<file path="config.mk">
export PLATFORM = sky130hd
export DESIGN_NAME = trivium_ks_gen
export DESIGN_NICKNAME = d
export VERILOG_FILES = /design/src/rtl/trivium_ks_gen.sv
export SDC_FILE = /design/constraint.sdc
export NUM_CORES = 1
export LEC_CHECK = 0
export ABC_CLOCK_PERIOD_IN_PS = 3530
export CAP_MARGIN = 10
export CORE_MARGIN = 3
export CORE_UTILIZATION = 50
export CTS_BUF_LIST = sky130_fd_sc_hd__clkbuf_4 sky130_fd_sc_hd__clkbuf_8
export CTS_CLUSTER_SIZE = 8
export DETAILED_ROUTE_END_ITERATION = 6
export PLACE_DENSITY = 0.78
export REMOVE_ABC_BUFFERS = 1
export SLEW_MARGIN = 20
export SYNTH_ARGS = -nofsm -noshare
export SYNTH_HDL_FRONTEND = slang
export SYNTH_SLANG_ARGS = --single-unit
</file>
<file path="constraint.sdc">
create_clock -name clk -period 3.53 [get_ports clk]
set_input_delay 0.706 -clock clk [delete_from_list [all_inputs] [get_ports clk]]
set_output_delay 0.706 -clock clk [all_outputs]
set_load 0.05 [all_outputs]
</file>
<file path="src/rtl/trivium_ks_gen.sv">
// ---------------------------------------------------------------------------
// trivium_ks_gen
//
// Trivium keystream generator. It takes an 80-bit key and an 80-bit IV,
// runs a warm-up of INIT_ROUNDS steps, and then streams W keystream bits per
// clock over a valid/ready handshake. A start pulse reloads the generator at
// any time.
//
// Parameters
//   W            keystream bits (Trivium steps) per clock: 1,2,4,8,16,32,64
//   INIT_ROUNDS  warm-up steps before output; a multiple of W; 0 allowed
//   CNT_W        width of the accepted-word counter
//
// Ports
//   clk       in   clock, all logic on the rising edge
//   reset     in   synchronous active-low reset
//   start     in   load key/iv and begin warm-up (sampled every cycle)
//   key       in   80-bit key, key[i] = K(i+1)
//   iv        in   80-bit IV,  iv[i]  = IV(i+1)
//   busy      out  high while warming up
//   ks_data   out  keystream word, bit 0 = earliest step
//   ks_valid  out  ks_data valid
//   ks_ready  in   consumer accepts ks_data
//   ks_count  out  words accepted since the last start (wraps)
//
// state | meaning
// ------+---------------------------------------------------------------
// IDLE  | after reset; no output, waits for start
// INIT  | warm-up; W steps per cycle, keystream discarded
// RUN   | ks_valid high; state advances W steps per accepted word
// ---------------------------------------------------------------------------
module trivium_ks_gen #(
    parameter int W           = 8,
    parameter int INIT_ROUNDS = 1152,
    parameter int CNT_W       = 32
) (
    input  logic             clk,
    input  logic             reset,
    input  logic             start,
    input  logic [79:0]      key,
    input  logic [79:0]      iv,
    output logic             busy,
    output logic [W-1:0]     ks_data,
    output logic             ks_valid,
    input  logic             ks_ready,
    output logic [CNT_W-1:0] ks_count
);

    // Step counter only needs to reach INIT_ROUNDS; keep it at least 1 bit
    // wide so the zero-warm-up configuration still elaborates.
    localparam int CW     = (INIT_ROUNDS > 0) ? $clog2(INIT_ROUNDS + 1) : 1;
    localparam int LAST_I = (INIT_ROUNDS >= W) ? (INIT_ROUNDS - W) : 0;
    localparam logic [CW-1:0] LAST = CW'(LAST_I);
    localparam logic [CW-1:0] INCR = CW'(W);

    typedef enum logic [1:0] {
        IDLE = 2'd0,
        INIT = 2'd1,
        RUN  = 2'd2
    } fsm_e;

    fsm_e             fsm_q, fsm_d;
    logic [287:0]     state_q, state_d;    // bit i holds s(i+1)
    logic [CW-1:0]    step_cnt_q, step_cnt_d;
    logic [CNT_W-1:0] count_q, count_d;

    logic [287:0]     load_vec;
    logic [287:0]     st_walk;
    logic [W-1:0]     z_word;
    logic             t1, t2, t3;

    // s1..s80 = key, s94..s173 = iv, s286..s288 = 1, everything else 0.
    assign load_vec = {3'b111, 108'd0, 4'd0, iv, 13'd0, key};

    // W Trivium steps unrolled; step j sees the state after j steps and
    // produces keystream bit j.
    always_comb begin
        st_walk = state_q;
        z_word  = '0;
        t1      = 1'b0;
        t2      = 1'b0;
        t3      = 1'b0;
        for (int j = 0; j < W; j++) begin
            t1 = st_walk[65]  ^ st_walk[92];
            t2 = st_walk[161] ^ st_walk[176];
            t3 = st_walk[242] ^ st_walk[287];
            z_word[j] = t1 ^ t2 ^ t3;
            t1 = t1 ^ (st_walk[90]  & st_walk[91])  ^ st_walk[170];
            t2 = t2 ^ (st_walk[174] & st_walk[175]) ^ st_walk[263];
            t3 = t3 ^ (st_walk[285] & st_walk[286]) ^ st_walk[68];
            // Each register shifts toward its high end; feedback enters at
            // s1, s94 and s178.
            st_walk = {st_walk[286:177], t2, st_walk[175:93], t1,
                       st_walk[91:0], t3};
        end
    end

    always_comb begin
        fsm_d      = fsm_q;
        state_d    = state_q;
        step_cnt_d = step_cnt_q;
        count_d    = count_q;

        // start wins over everything, including a same-cycle handshake.
        if (start) begin
            state_d    = load_vec;
            step_cnt_d = '0;
            count_d    = '0;
            fsm_d      = (INIT_ROUNDS == 0) ? RUN : INIT;
        end else begin
            case (fsm_q)
                INIT: begin
                    state_d    = st_walk;
                    step_cnt_d = step_cnt_q + INCR;
                    if (step_cnt_q == LAST) begin
                        fsm_d = RUN;
                    end
                end
                RUN: begin
                    if (ks_ready) begin
                        state_d = st_walk;
                        count_d = count_q + CNT_W'(1);
                    end
                end
                default: ;
            endcase
        end
    end

    always_ff @(posedge clk) begin
        if (!reset) begin
            fsm_q      <= IDLE;
            state_q    <= '0;
            step_cnt_q <= '0;
            count_q    <= '0;
        end else begin
            fsm_q      <= fsm_d;
            state_q    <= state_d;
            step_cnt_q <= step_cnt_d;
            count_q    <= count_d;
        end
    end

    always_comb begin
        busy     = 1'b0;
        ks_valid = 1'b0;
        ks_data  = '0;
        case (fsm_q)
            INIT: busy = 1'b1;
            RUN: begin
                ks_valid = 1'b1;
                ks_data  = z_word;
            end
            default: ;
        endcase
    end

    assign ks_count = count_q;

endmodule

</file>
### After elaboration in Yosys (flattened, before gate mapping)

Cells that the tools add are included.

* register bits after elaboration: 333
* bits in latches: 0
* RAM bits: 0
* ROM bits: 0
* word-level logic and storage cells: 145
* memories: 0

* $add $sub $neg: 2
* multiply operators: 0
* divide/modulo/power cells: 0
* magnitude comparators: 0
* equality and inequality tests: 5
* shift-type cells: 0
* mux-type cells: 9
* bitwise operators: 113
* reduce and logical (&&, ||, !) cells: 10

Operators with widths (number)
* 2-to-1 mux 288 bit: 2
* case mux 288 bit (2 select lines): 1
* XOR 1 bit: 88
* adder 32 x 1 -> 32 bit (second input constant): 1
* AND 1 bit: 24
* adder 11 x 4 -> 11 bit (second input constant): 1
* equality test 11 bit (second input constant): 1
* AND reduction 2 bit: 5
* 2-to-1 mux 8 bit: 1
* nonzero test 2 bit: 3
* 2-to-1 mux 1 bit: 5
* inequality test 3 bit (second input constant): 1
* nonzero test 3 bit: 1
* equality test 2 x 1 -> 1 bit (second input constant): 1
* equality test 2 bit (second input constant): 1
* inequality test 2 bit (second input constant): 1
* OR reduction 2 bit: 1
* NOT 1 bit: 1

### Depth between registers and ports, before layout

Gate-level depths: netlist of the first run.

* word-level depth: 6
* gate-level depth with buffers: 8
* depth with buffers taken out: 5

### Worst setup path before layout of the first run

No wires, ideal clock.

* path type: register to register
* from: register count_q[5] (netlist: ks_count[5])
* to: register count_q[27] (netlist: ks_count[27])
* setup time: 0.121 ns
* arrival time: 2.147 ns
* required time: 3.409 ns
* setup slack: 1.263 ns
* stages on the path, launching flop included: 6
* period minus slack after synthesis: 2.267 ns
* path through: dfxtp_1 -> nand4_2 -> or4_1 -> buf_2 -> nor3_1 -> mux2_2

* word-level cells in the longest chain between the ends: 1

Ends and longest elaborated chain
* start, declared: line 65 `logic [CNT_W-1:0] count_q, count_d;`
* start signal, assigned: line 140 `count_q <= count_d;`
* adder 32 x 1 -> 32 bit: line 122 `count_d = count_q + CNT_W'(1);`

No other way between the ends.
A chain may end at the register's enable or synchronous reset.

### Worst setup path in the final report of the first run

* from: register state_q[87]
* to: output ks_data[5]

* word-level cells in the longest chain between the ends: 4

Ends and longest elaborated chain
* start, declared: line 63 `logic [287:0] state_q, state_d;`
* start signal, assigned: line 138 `state_q <= state_d;`
* XOR 1 bit: line 84 `t1 = st_walk[65] ^ st_walk[92];`
* XOR 1 bit (2 in series): line 87 `z_word[j] = t1 ^ t2 ^ t3;`
* 2-to-1 mux 8 bit: line 148 `case (fsm_q)`
* end, declared: line 43 `output logic [W-1:0] ks_data,`

No other way between the ends.

==> impl_metrics.csv, run 1 <==
group,metric,value,unit
run_status,status,"finished, final reports clean",
yosys,async_flop_share,0,%
setup_path,cp_common_cell,"xnor2_1",
setup_path,endpoint_kind,"output pin",
global_route,grt_use_total,20.5,%
setup_path,cpPeakStageDelay,0.85,ns
die,die_area,32400,µm²
clocking,cts_max_level,2,
yosys,synth-adder-area-share,0.165,%
hold_path,min_path_cells,2,
sta,setup_slack,0.130,ns
global_route,antenna_found_initial,0,
route,wl_met3,1830,µm
yosys,synth_top_family_by_area,"simple AND/OR/NAND/NOR gates",
setup_path,cp_max_fo,4,
clocking,cts_buffers,54,
route,first_pass_iters,5,
yosys,yosysSeqAreaShare,43.6,%
route,wl_met2,17000,µm
yosys,netlist_area,15100,µm²
pwr,p_leak,7.93,nW
route,routedWlPerCell,15.8,µm
sta,clock.fmax,294,MHz
place,globalplace.congestion,0.839,
clocking,cts_root_buffer,"clkbuf_8",
yosys,ys.flop_type,"dfxtp_1",
setup_path,crit_type,"flop to output pin",
die,io_pins,206,
cells_and_area,layout.nets,1939,
yosys,synthTopCellsByArea,"dfxtp_1 44%, mux2_2 11%, o211a_1 9.5%",
place,portBuffers,205,
setup_path,r2r_end,"state_q[153]",
place,dp_hpwl,23400,µm
clocking,cts.sinks,330,
cells_and_area,fillers,2415,
route,routed_wl,34800,µm
die,die_y,180,µm
route,drt_iter0_drc,724,
sta,grt_setup_unrepaired,"false",
cells_and_area,layout_common_cells,"330 x dfxtp_1, 279 x nand2_1, 203 x clkdlybuf4s50_1",
setup_path,r2r_cells,5,
route,remaining_drc_errors,0,
global_route,grt_pass1_wl,56600,µm
setup_path,cp.arrival,2.69,ns
global_route,grt_max_degree,202,
place,post-place-ws,0.596,ns
sta,timing.hold.ws,0.442,ns
pwr,power,8.38,mW
setup_path,r2r_setup_slack,1.21,ns
run,timing.max_cap.violations,0,
route,ant_nets,0,
clocking,clock_latency,0.57,ns
setup_path,crit_slowest_cell,"clkdlybuf4s50_1",
cells_and_area,final_layout_size_suffix_gt1_share,15.4,%
pwr,powerDensity,451,nW/µm²
yosys,synth_compound_area_share,16.5,%
sta,fin_crit_sh,96.3,%
route,met1Wirelength,14900,µm
yosys,yosys_warnings,0,
sta,drv_slew,0,
cells_and_area,area_growth,22.7,%
sta,skew,0.0143,ns
route,dr.max_layer_used,"met4",
sta,finalHoldViolations,0,
clocking,cts_tree,"built",
sta,setup_violations,0,
yosys,yosysTopAreaCell,"dfxtp_1",
die,start_util,50.9,%
setup_path,reg2reg_from,"fsm_q[0]",
clocking,hold_buffers,0,
pwr,ir_worst_vdd,0.248,mV
die,fp-row-count,63,
setup_path,worst_setup_path_start_kind,"flop",
hold_path,whs_endpoint,"state_q[160]",
cells_and_area,diodes,0,
route,avgViaCountPerCell,5.39,
yosys,synth_xor_area_share,6.62,%
die,chipWidth,180,µm
sta,worst_slew_pin_slew,0.932,ns
yosys,synth_cell_types,42,
sta,slew_headroom,37.9,%
clocking,clkTransAtPathRegs,0.06,ns
global_route,grt_overflow,0,
global_route,grt_pass1_vias,11600,
hold_path,hold_class,"input pin to flop",
clocking,clockBufferDepth,3,
die,core_area,29700,µm²
cells_and_area,final_common_cell,"dfxtp_1",
yosys,synth_edf_count,0,
hold_path,hold_start,"start",
yosys,synth-simple-area-share,17.9,%
yosys,syn_avg_cell_area,9.36,µm²
yosys,ys_ff_latch,330,
clocking,cts_setup_buffers,0,
setup_path,path_cells,"xnor2_1 -> xnor2_1 -> nor2_1 -> clkdlybuf4s50_1",
yosys,synthMuxAreaShare,11.4,%
setup_path,critPathTopFamily,"buffers and inverters",
sta,period_minus_slack,3.40,ns
setup_path,crit_required,2.82,ns
setup_path,path_buf_inv,1,
yosys,synth.top_cell.area_share,43.6,%
yosys,syn_inst,1617,
route,routed-via-count,11900,
==> sequential cells by signal, indices dropped and copies added, names as in the netlist <==
register,flops
state_q,288
ks_count,32
step_cnt_q,8
fsm_q,2
==> cell families (layout without fill, tap and decap cells) <==
family,Yosys count,in the layout
and+or+nand+nor,566,566
adders and majority gates,2,2
DFF,330,330
buffers and inverters,137,331
AOI/OAI and AO/OA,341,341
xor gates and xnor gates,87,87
muxes,154,154
==> synthesized netlist by cell type, types with 12 or more instances <==
master	count
xor3_1	16
dfxtp_1	330
xnor2_1	59
nand4_1	12
nand2b_1	154
a21oi_1	130
clkbuf_1	88
xor2_1	12
nor2_1	54
o21ai_0	43
buf_2	32
nand2_1	279
mux2_2	148
nand3_1	24
o211a_1	144
==> final cells by class <==
class	instances	area [µm²]	share of cell area (%)
well taps	390	488	2.63
flip-flops and latches	330	6610	35.6
clock inverters	6	32.5	0.175
inverters	7	26.3	0.141
multi-input cells	1150	7990	43.0
repair buffers	230	2350	12.6
clock buffers	88	1090	5.88
==> power by group <==
group / internal (mW) / leakage (nW) / switching [mW] / total, mW
Sequential: 3.88 / 2.70 / 0.0934 / 3.97
Clock: 1.94 / 0.603 / 1.46 / 3.40
Combinational: 0.579 / 4.62 / 0.430 / 1.01
==> worst max path at each step <==
| stage | start | endpoint | slack (ns) | cells after the start |
|---|---|---|---|---|
| final | state_q[87] | ks_data[5] | 0.13 | 4 |
| after CTS | state_q[236] | ks_data[6] | 0.06 | 5 |
| after global routing | state_q[87] | ks_data[5] | 0.04 | 4 |
| after detailed placement | ks_ready | ks_count[20] | 0.60 | 6 |
| after global placement | ks_ready | ks_count[20] | 0.61 | 6 |
| after floorplan | ks_ready | state_q[101] | -4.06 | 4 |
==> what timing repair did <==
item                                   in CTS  in global routing
setup endpoints to repair                   0                  1
endpoints found under the hold margin       0                  0
gates resized for setup                     0                  1
==> per-layer routing <==
metal | vias to the layer above | GRT usage, %
met4 | 0 | 7.74
met5 | - | 0
li1 | 5907 | -
met2 | 319 | 34.9
met1 | 5563 | 25.9
met3 | 82 | 3.92
==> through the flow <==
step / instances / TNS [ns] / area (µm²) / utilization, %
6_report: 2201 / 0 / 18600 / 62.5
5_1_grt: 2201 / 0 / 18600 / 62.5
4_1_cts: 2201 / 0 / 18600 / 62.5
3_5_place_dp: 2107 / 0 / 17500 / 58.7
2_1_floorplan: 1487 / -1042.07 / 14600 / -
3_3_place_gp: 2107 / 0 / 17500 / 58.7
(Power assumes the default switching activity.)
==> inputs of run 2 (changes only) <==
--- a/config.mk
+++ b/config.mk
@@ -12,8 +12,10 @@
 export CTS_BUF_LIST = sky130_fd_sc_hd__clkbuf_4 sky130_fd_sc_hd__clkbuf_8
 export CTS_CLUSTER_SIZE = 8
 export DETAILED_ROUTE_END_ITERATION = 6
+export HOLD_SLACK_MARGIN = 0.08
 export PLACE_DENSITY = 0.78
 export REMOVE_ABC_BUFFERS = 1
+export SKIP_LAST_GASP = 1
 export SLEW_MARGIN = 20
 export SYNTH_ARGS = -nofsm -noshare
 export SYNTH_HDL_FRONTEND = slang
==> results of run 2 <==
Final layout, timing and power as in run 1 (identical DEF).
==> inputs of run 3 (changes only) <==
--- a/config.mk
+++ b/config.mk
@@ -6,7 +6,7 @@
 export NUM_CORES = 1
 export LEC_CHECK = 0
 export ABC_CLOCK_PERIOD_IN_PS = 3530
-export CAP_MARGIN = 10
+export CAP_MARGIN = 20
 export CORE_MARGIN = 3
 export CORE_UTILIZATION = 50
 export CTS_BUF_LIST = sky130_fd_sc_hd__clkbuf_4 sky130_fd_sc_hd__clkbuf_8
@@ -16,7 +16,6 @@
 export PLACE_DENSITY = 0.78
 export REMOVE_ABC_BUFFERS = 1
 export SKIP_LAST_GASP = 1
-export SLEW_MARGIN = 20
 export SYNTH_ARGS = -nofsm -noshare
 export SYNTH_HDL_FRONTEND = slang
 export SYNTH_SLANG_ARGS = --single-unit
==> results of run 3 <==
Final layout, timing and power as in run 1 (identical DEF).
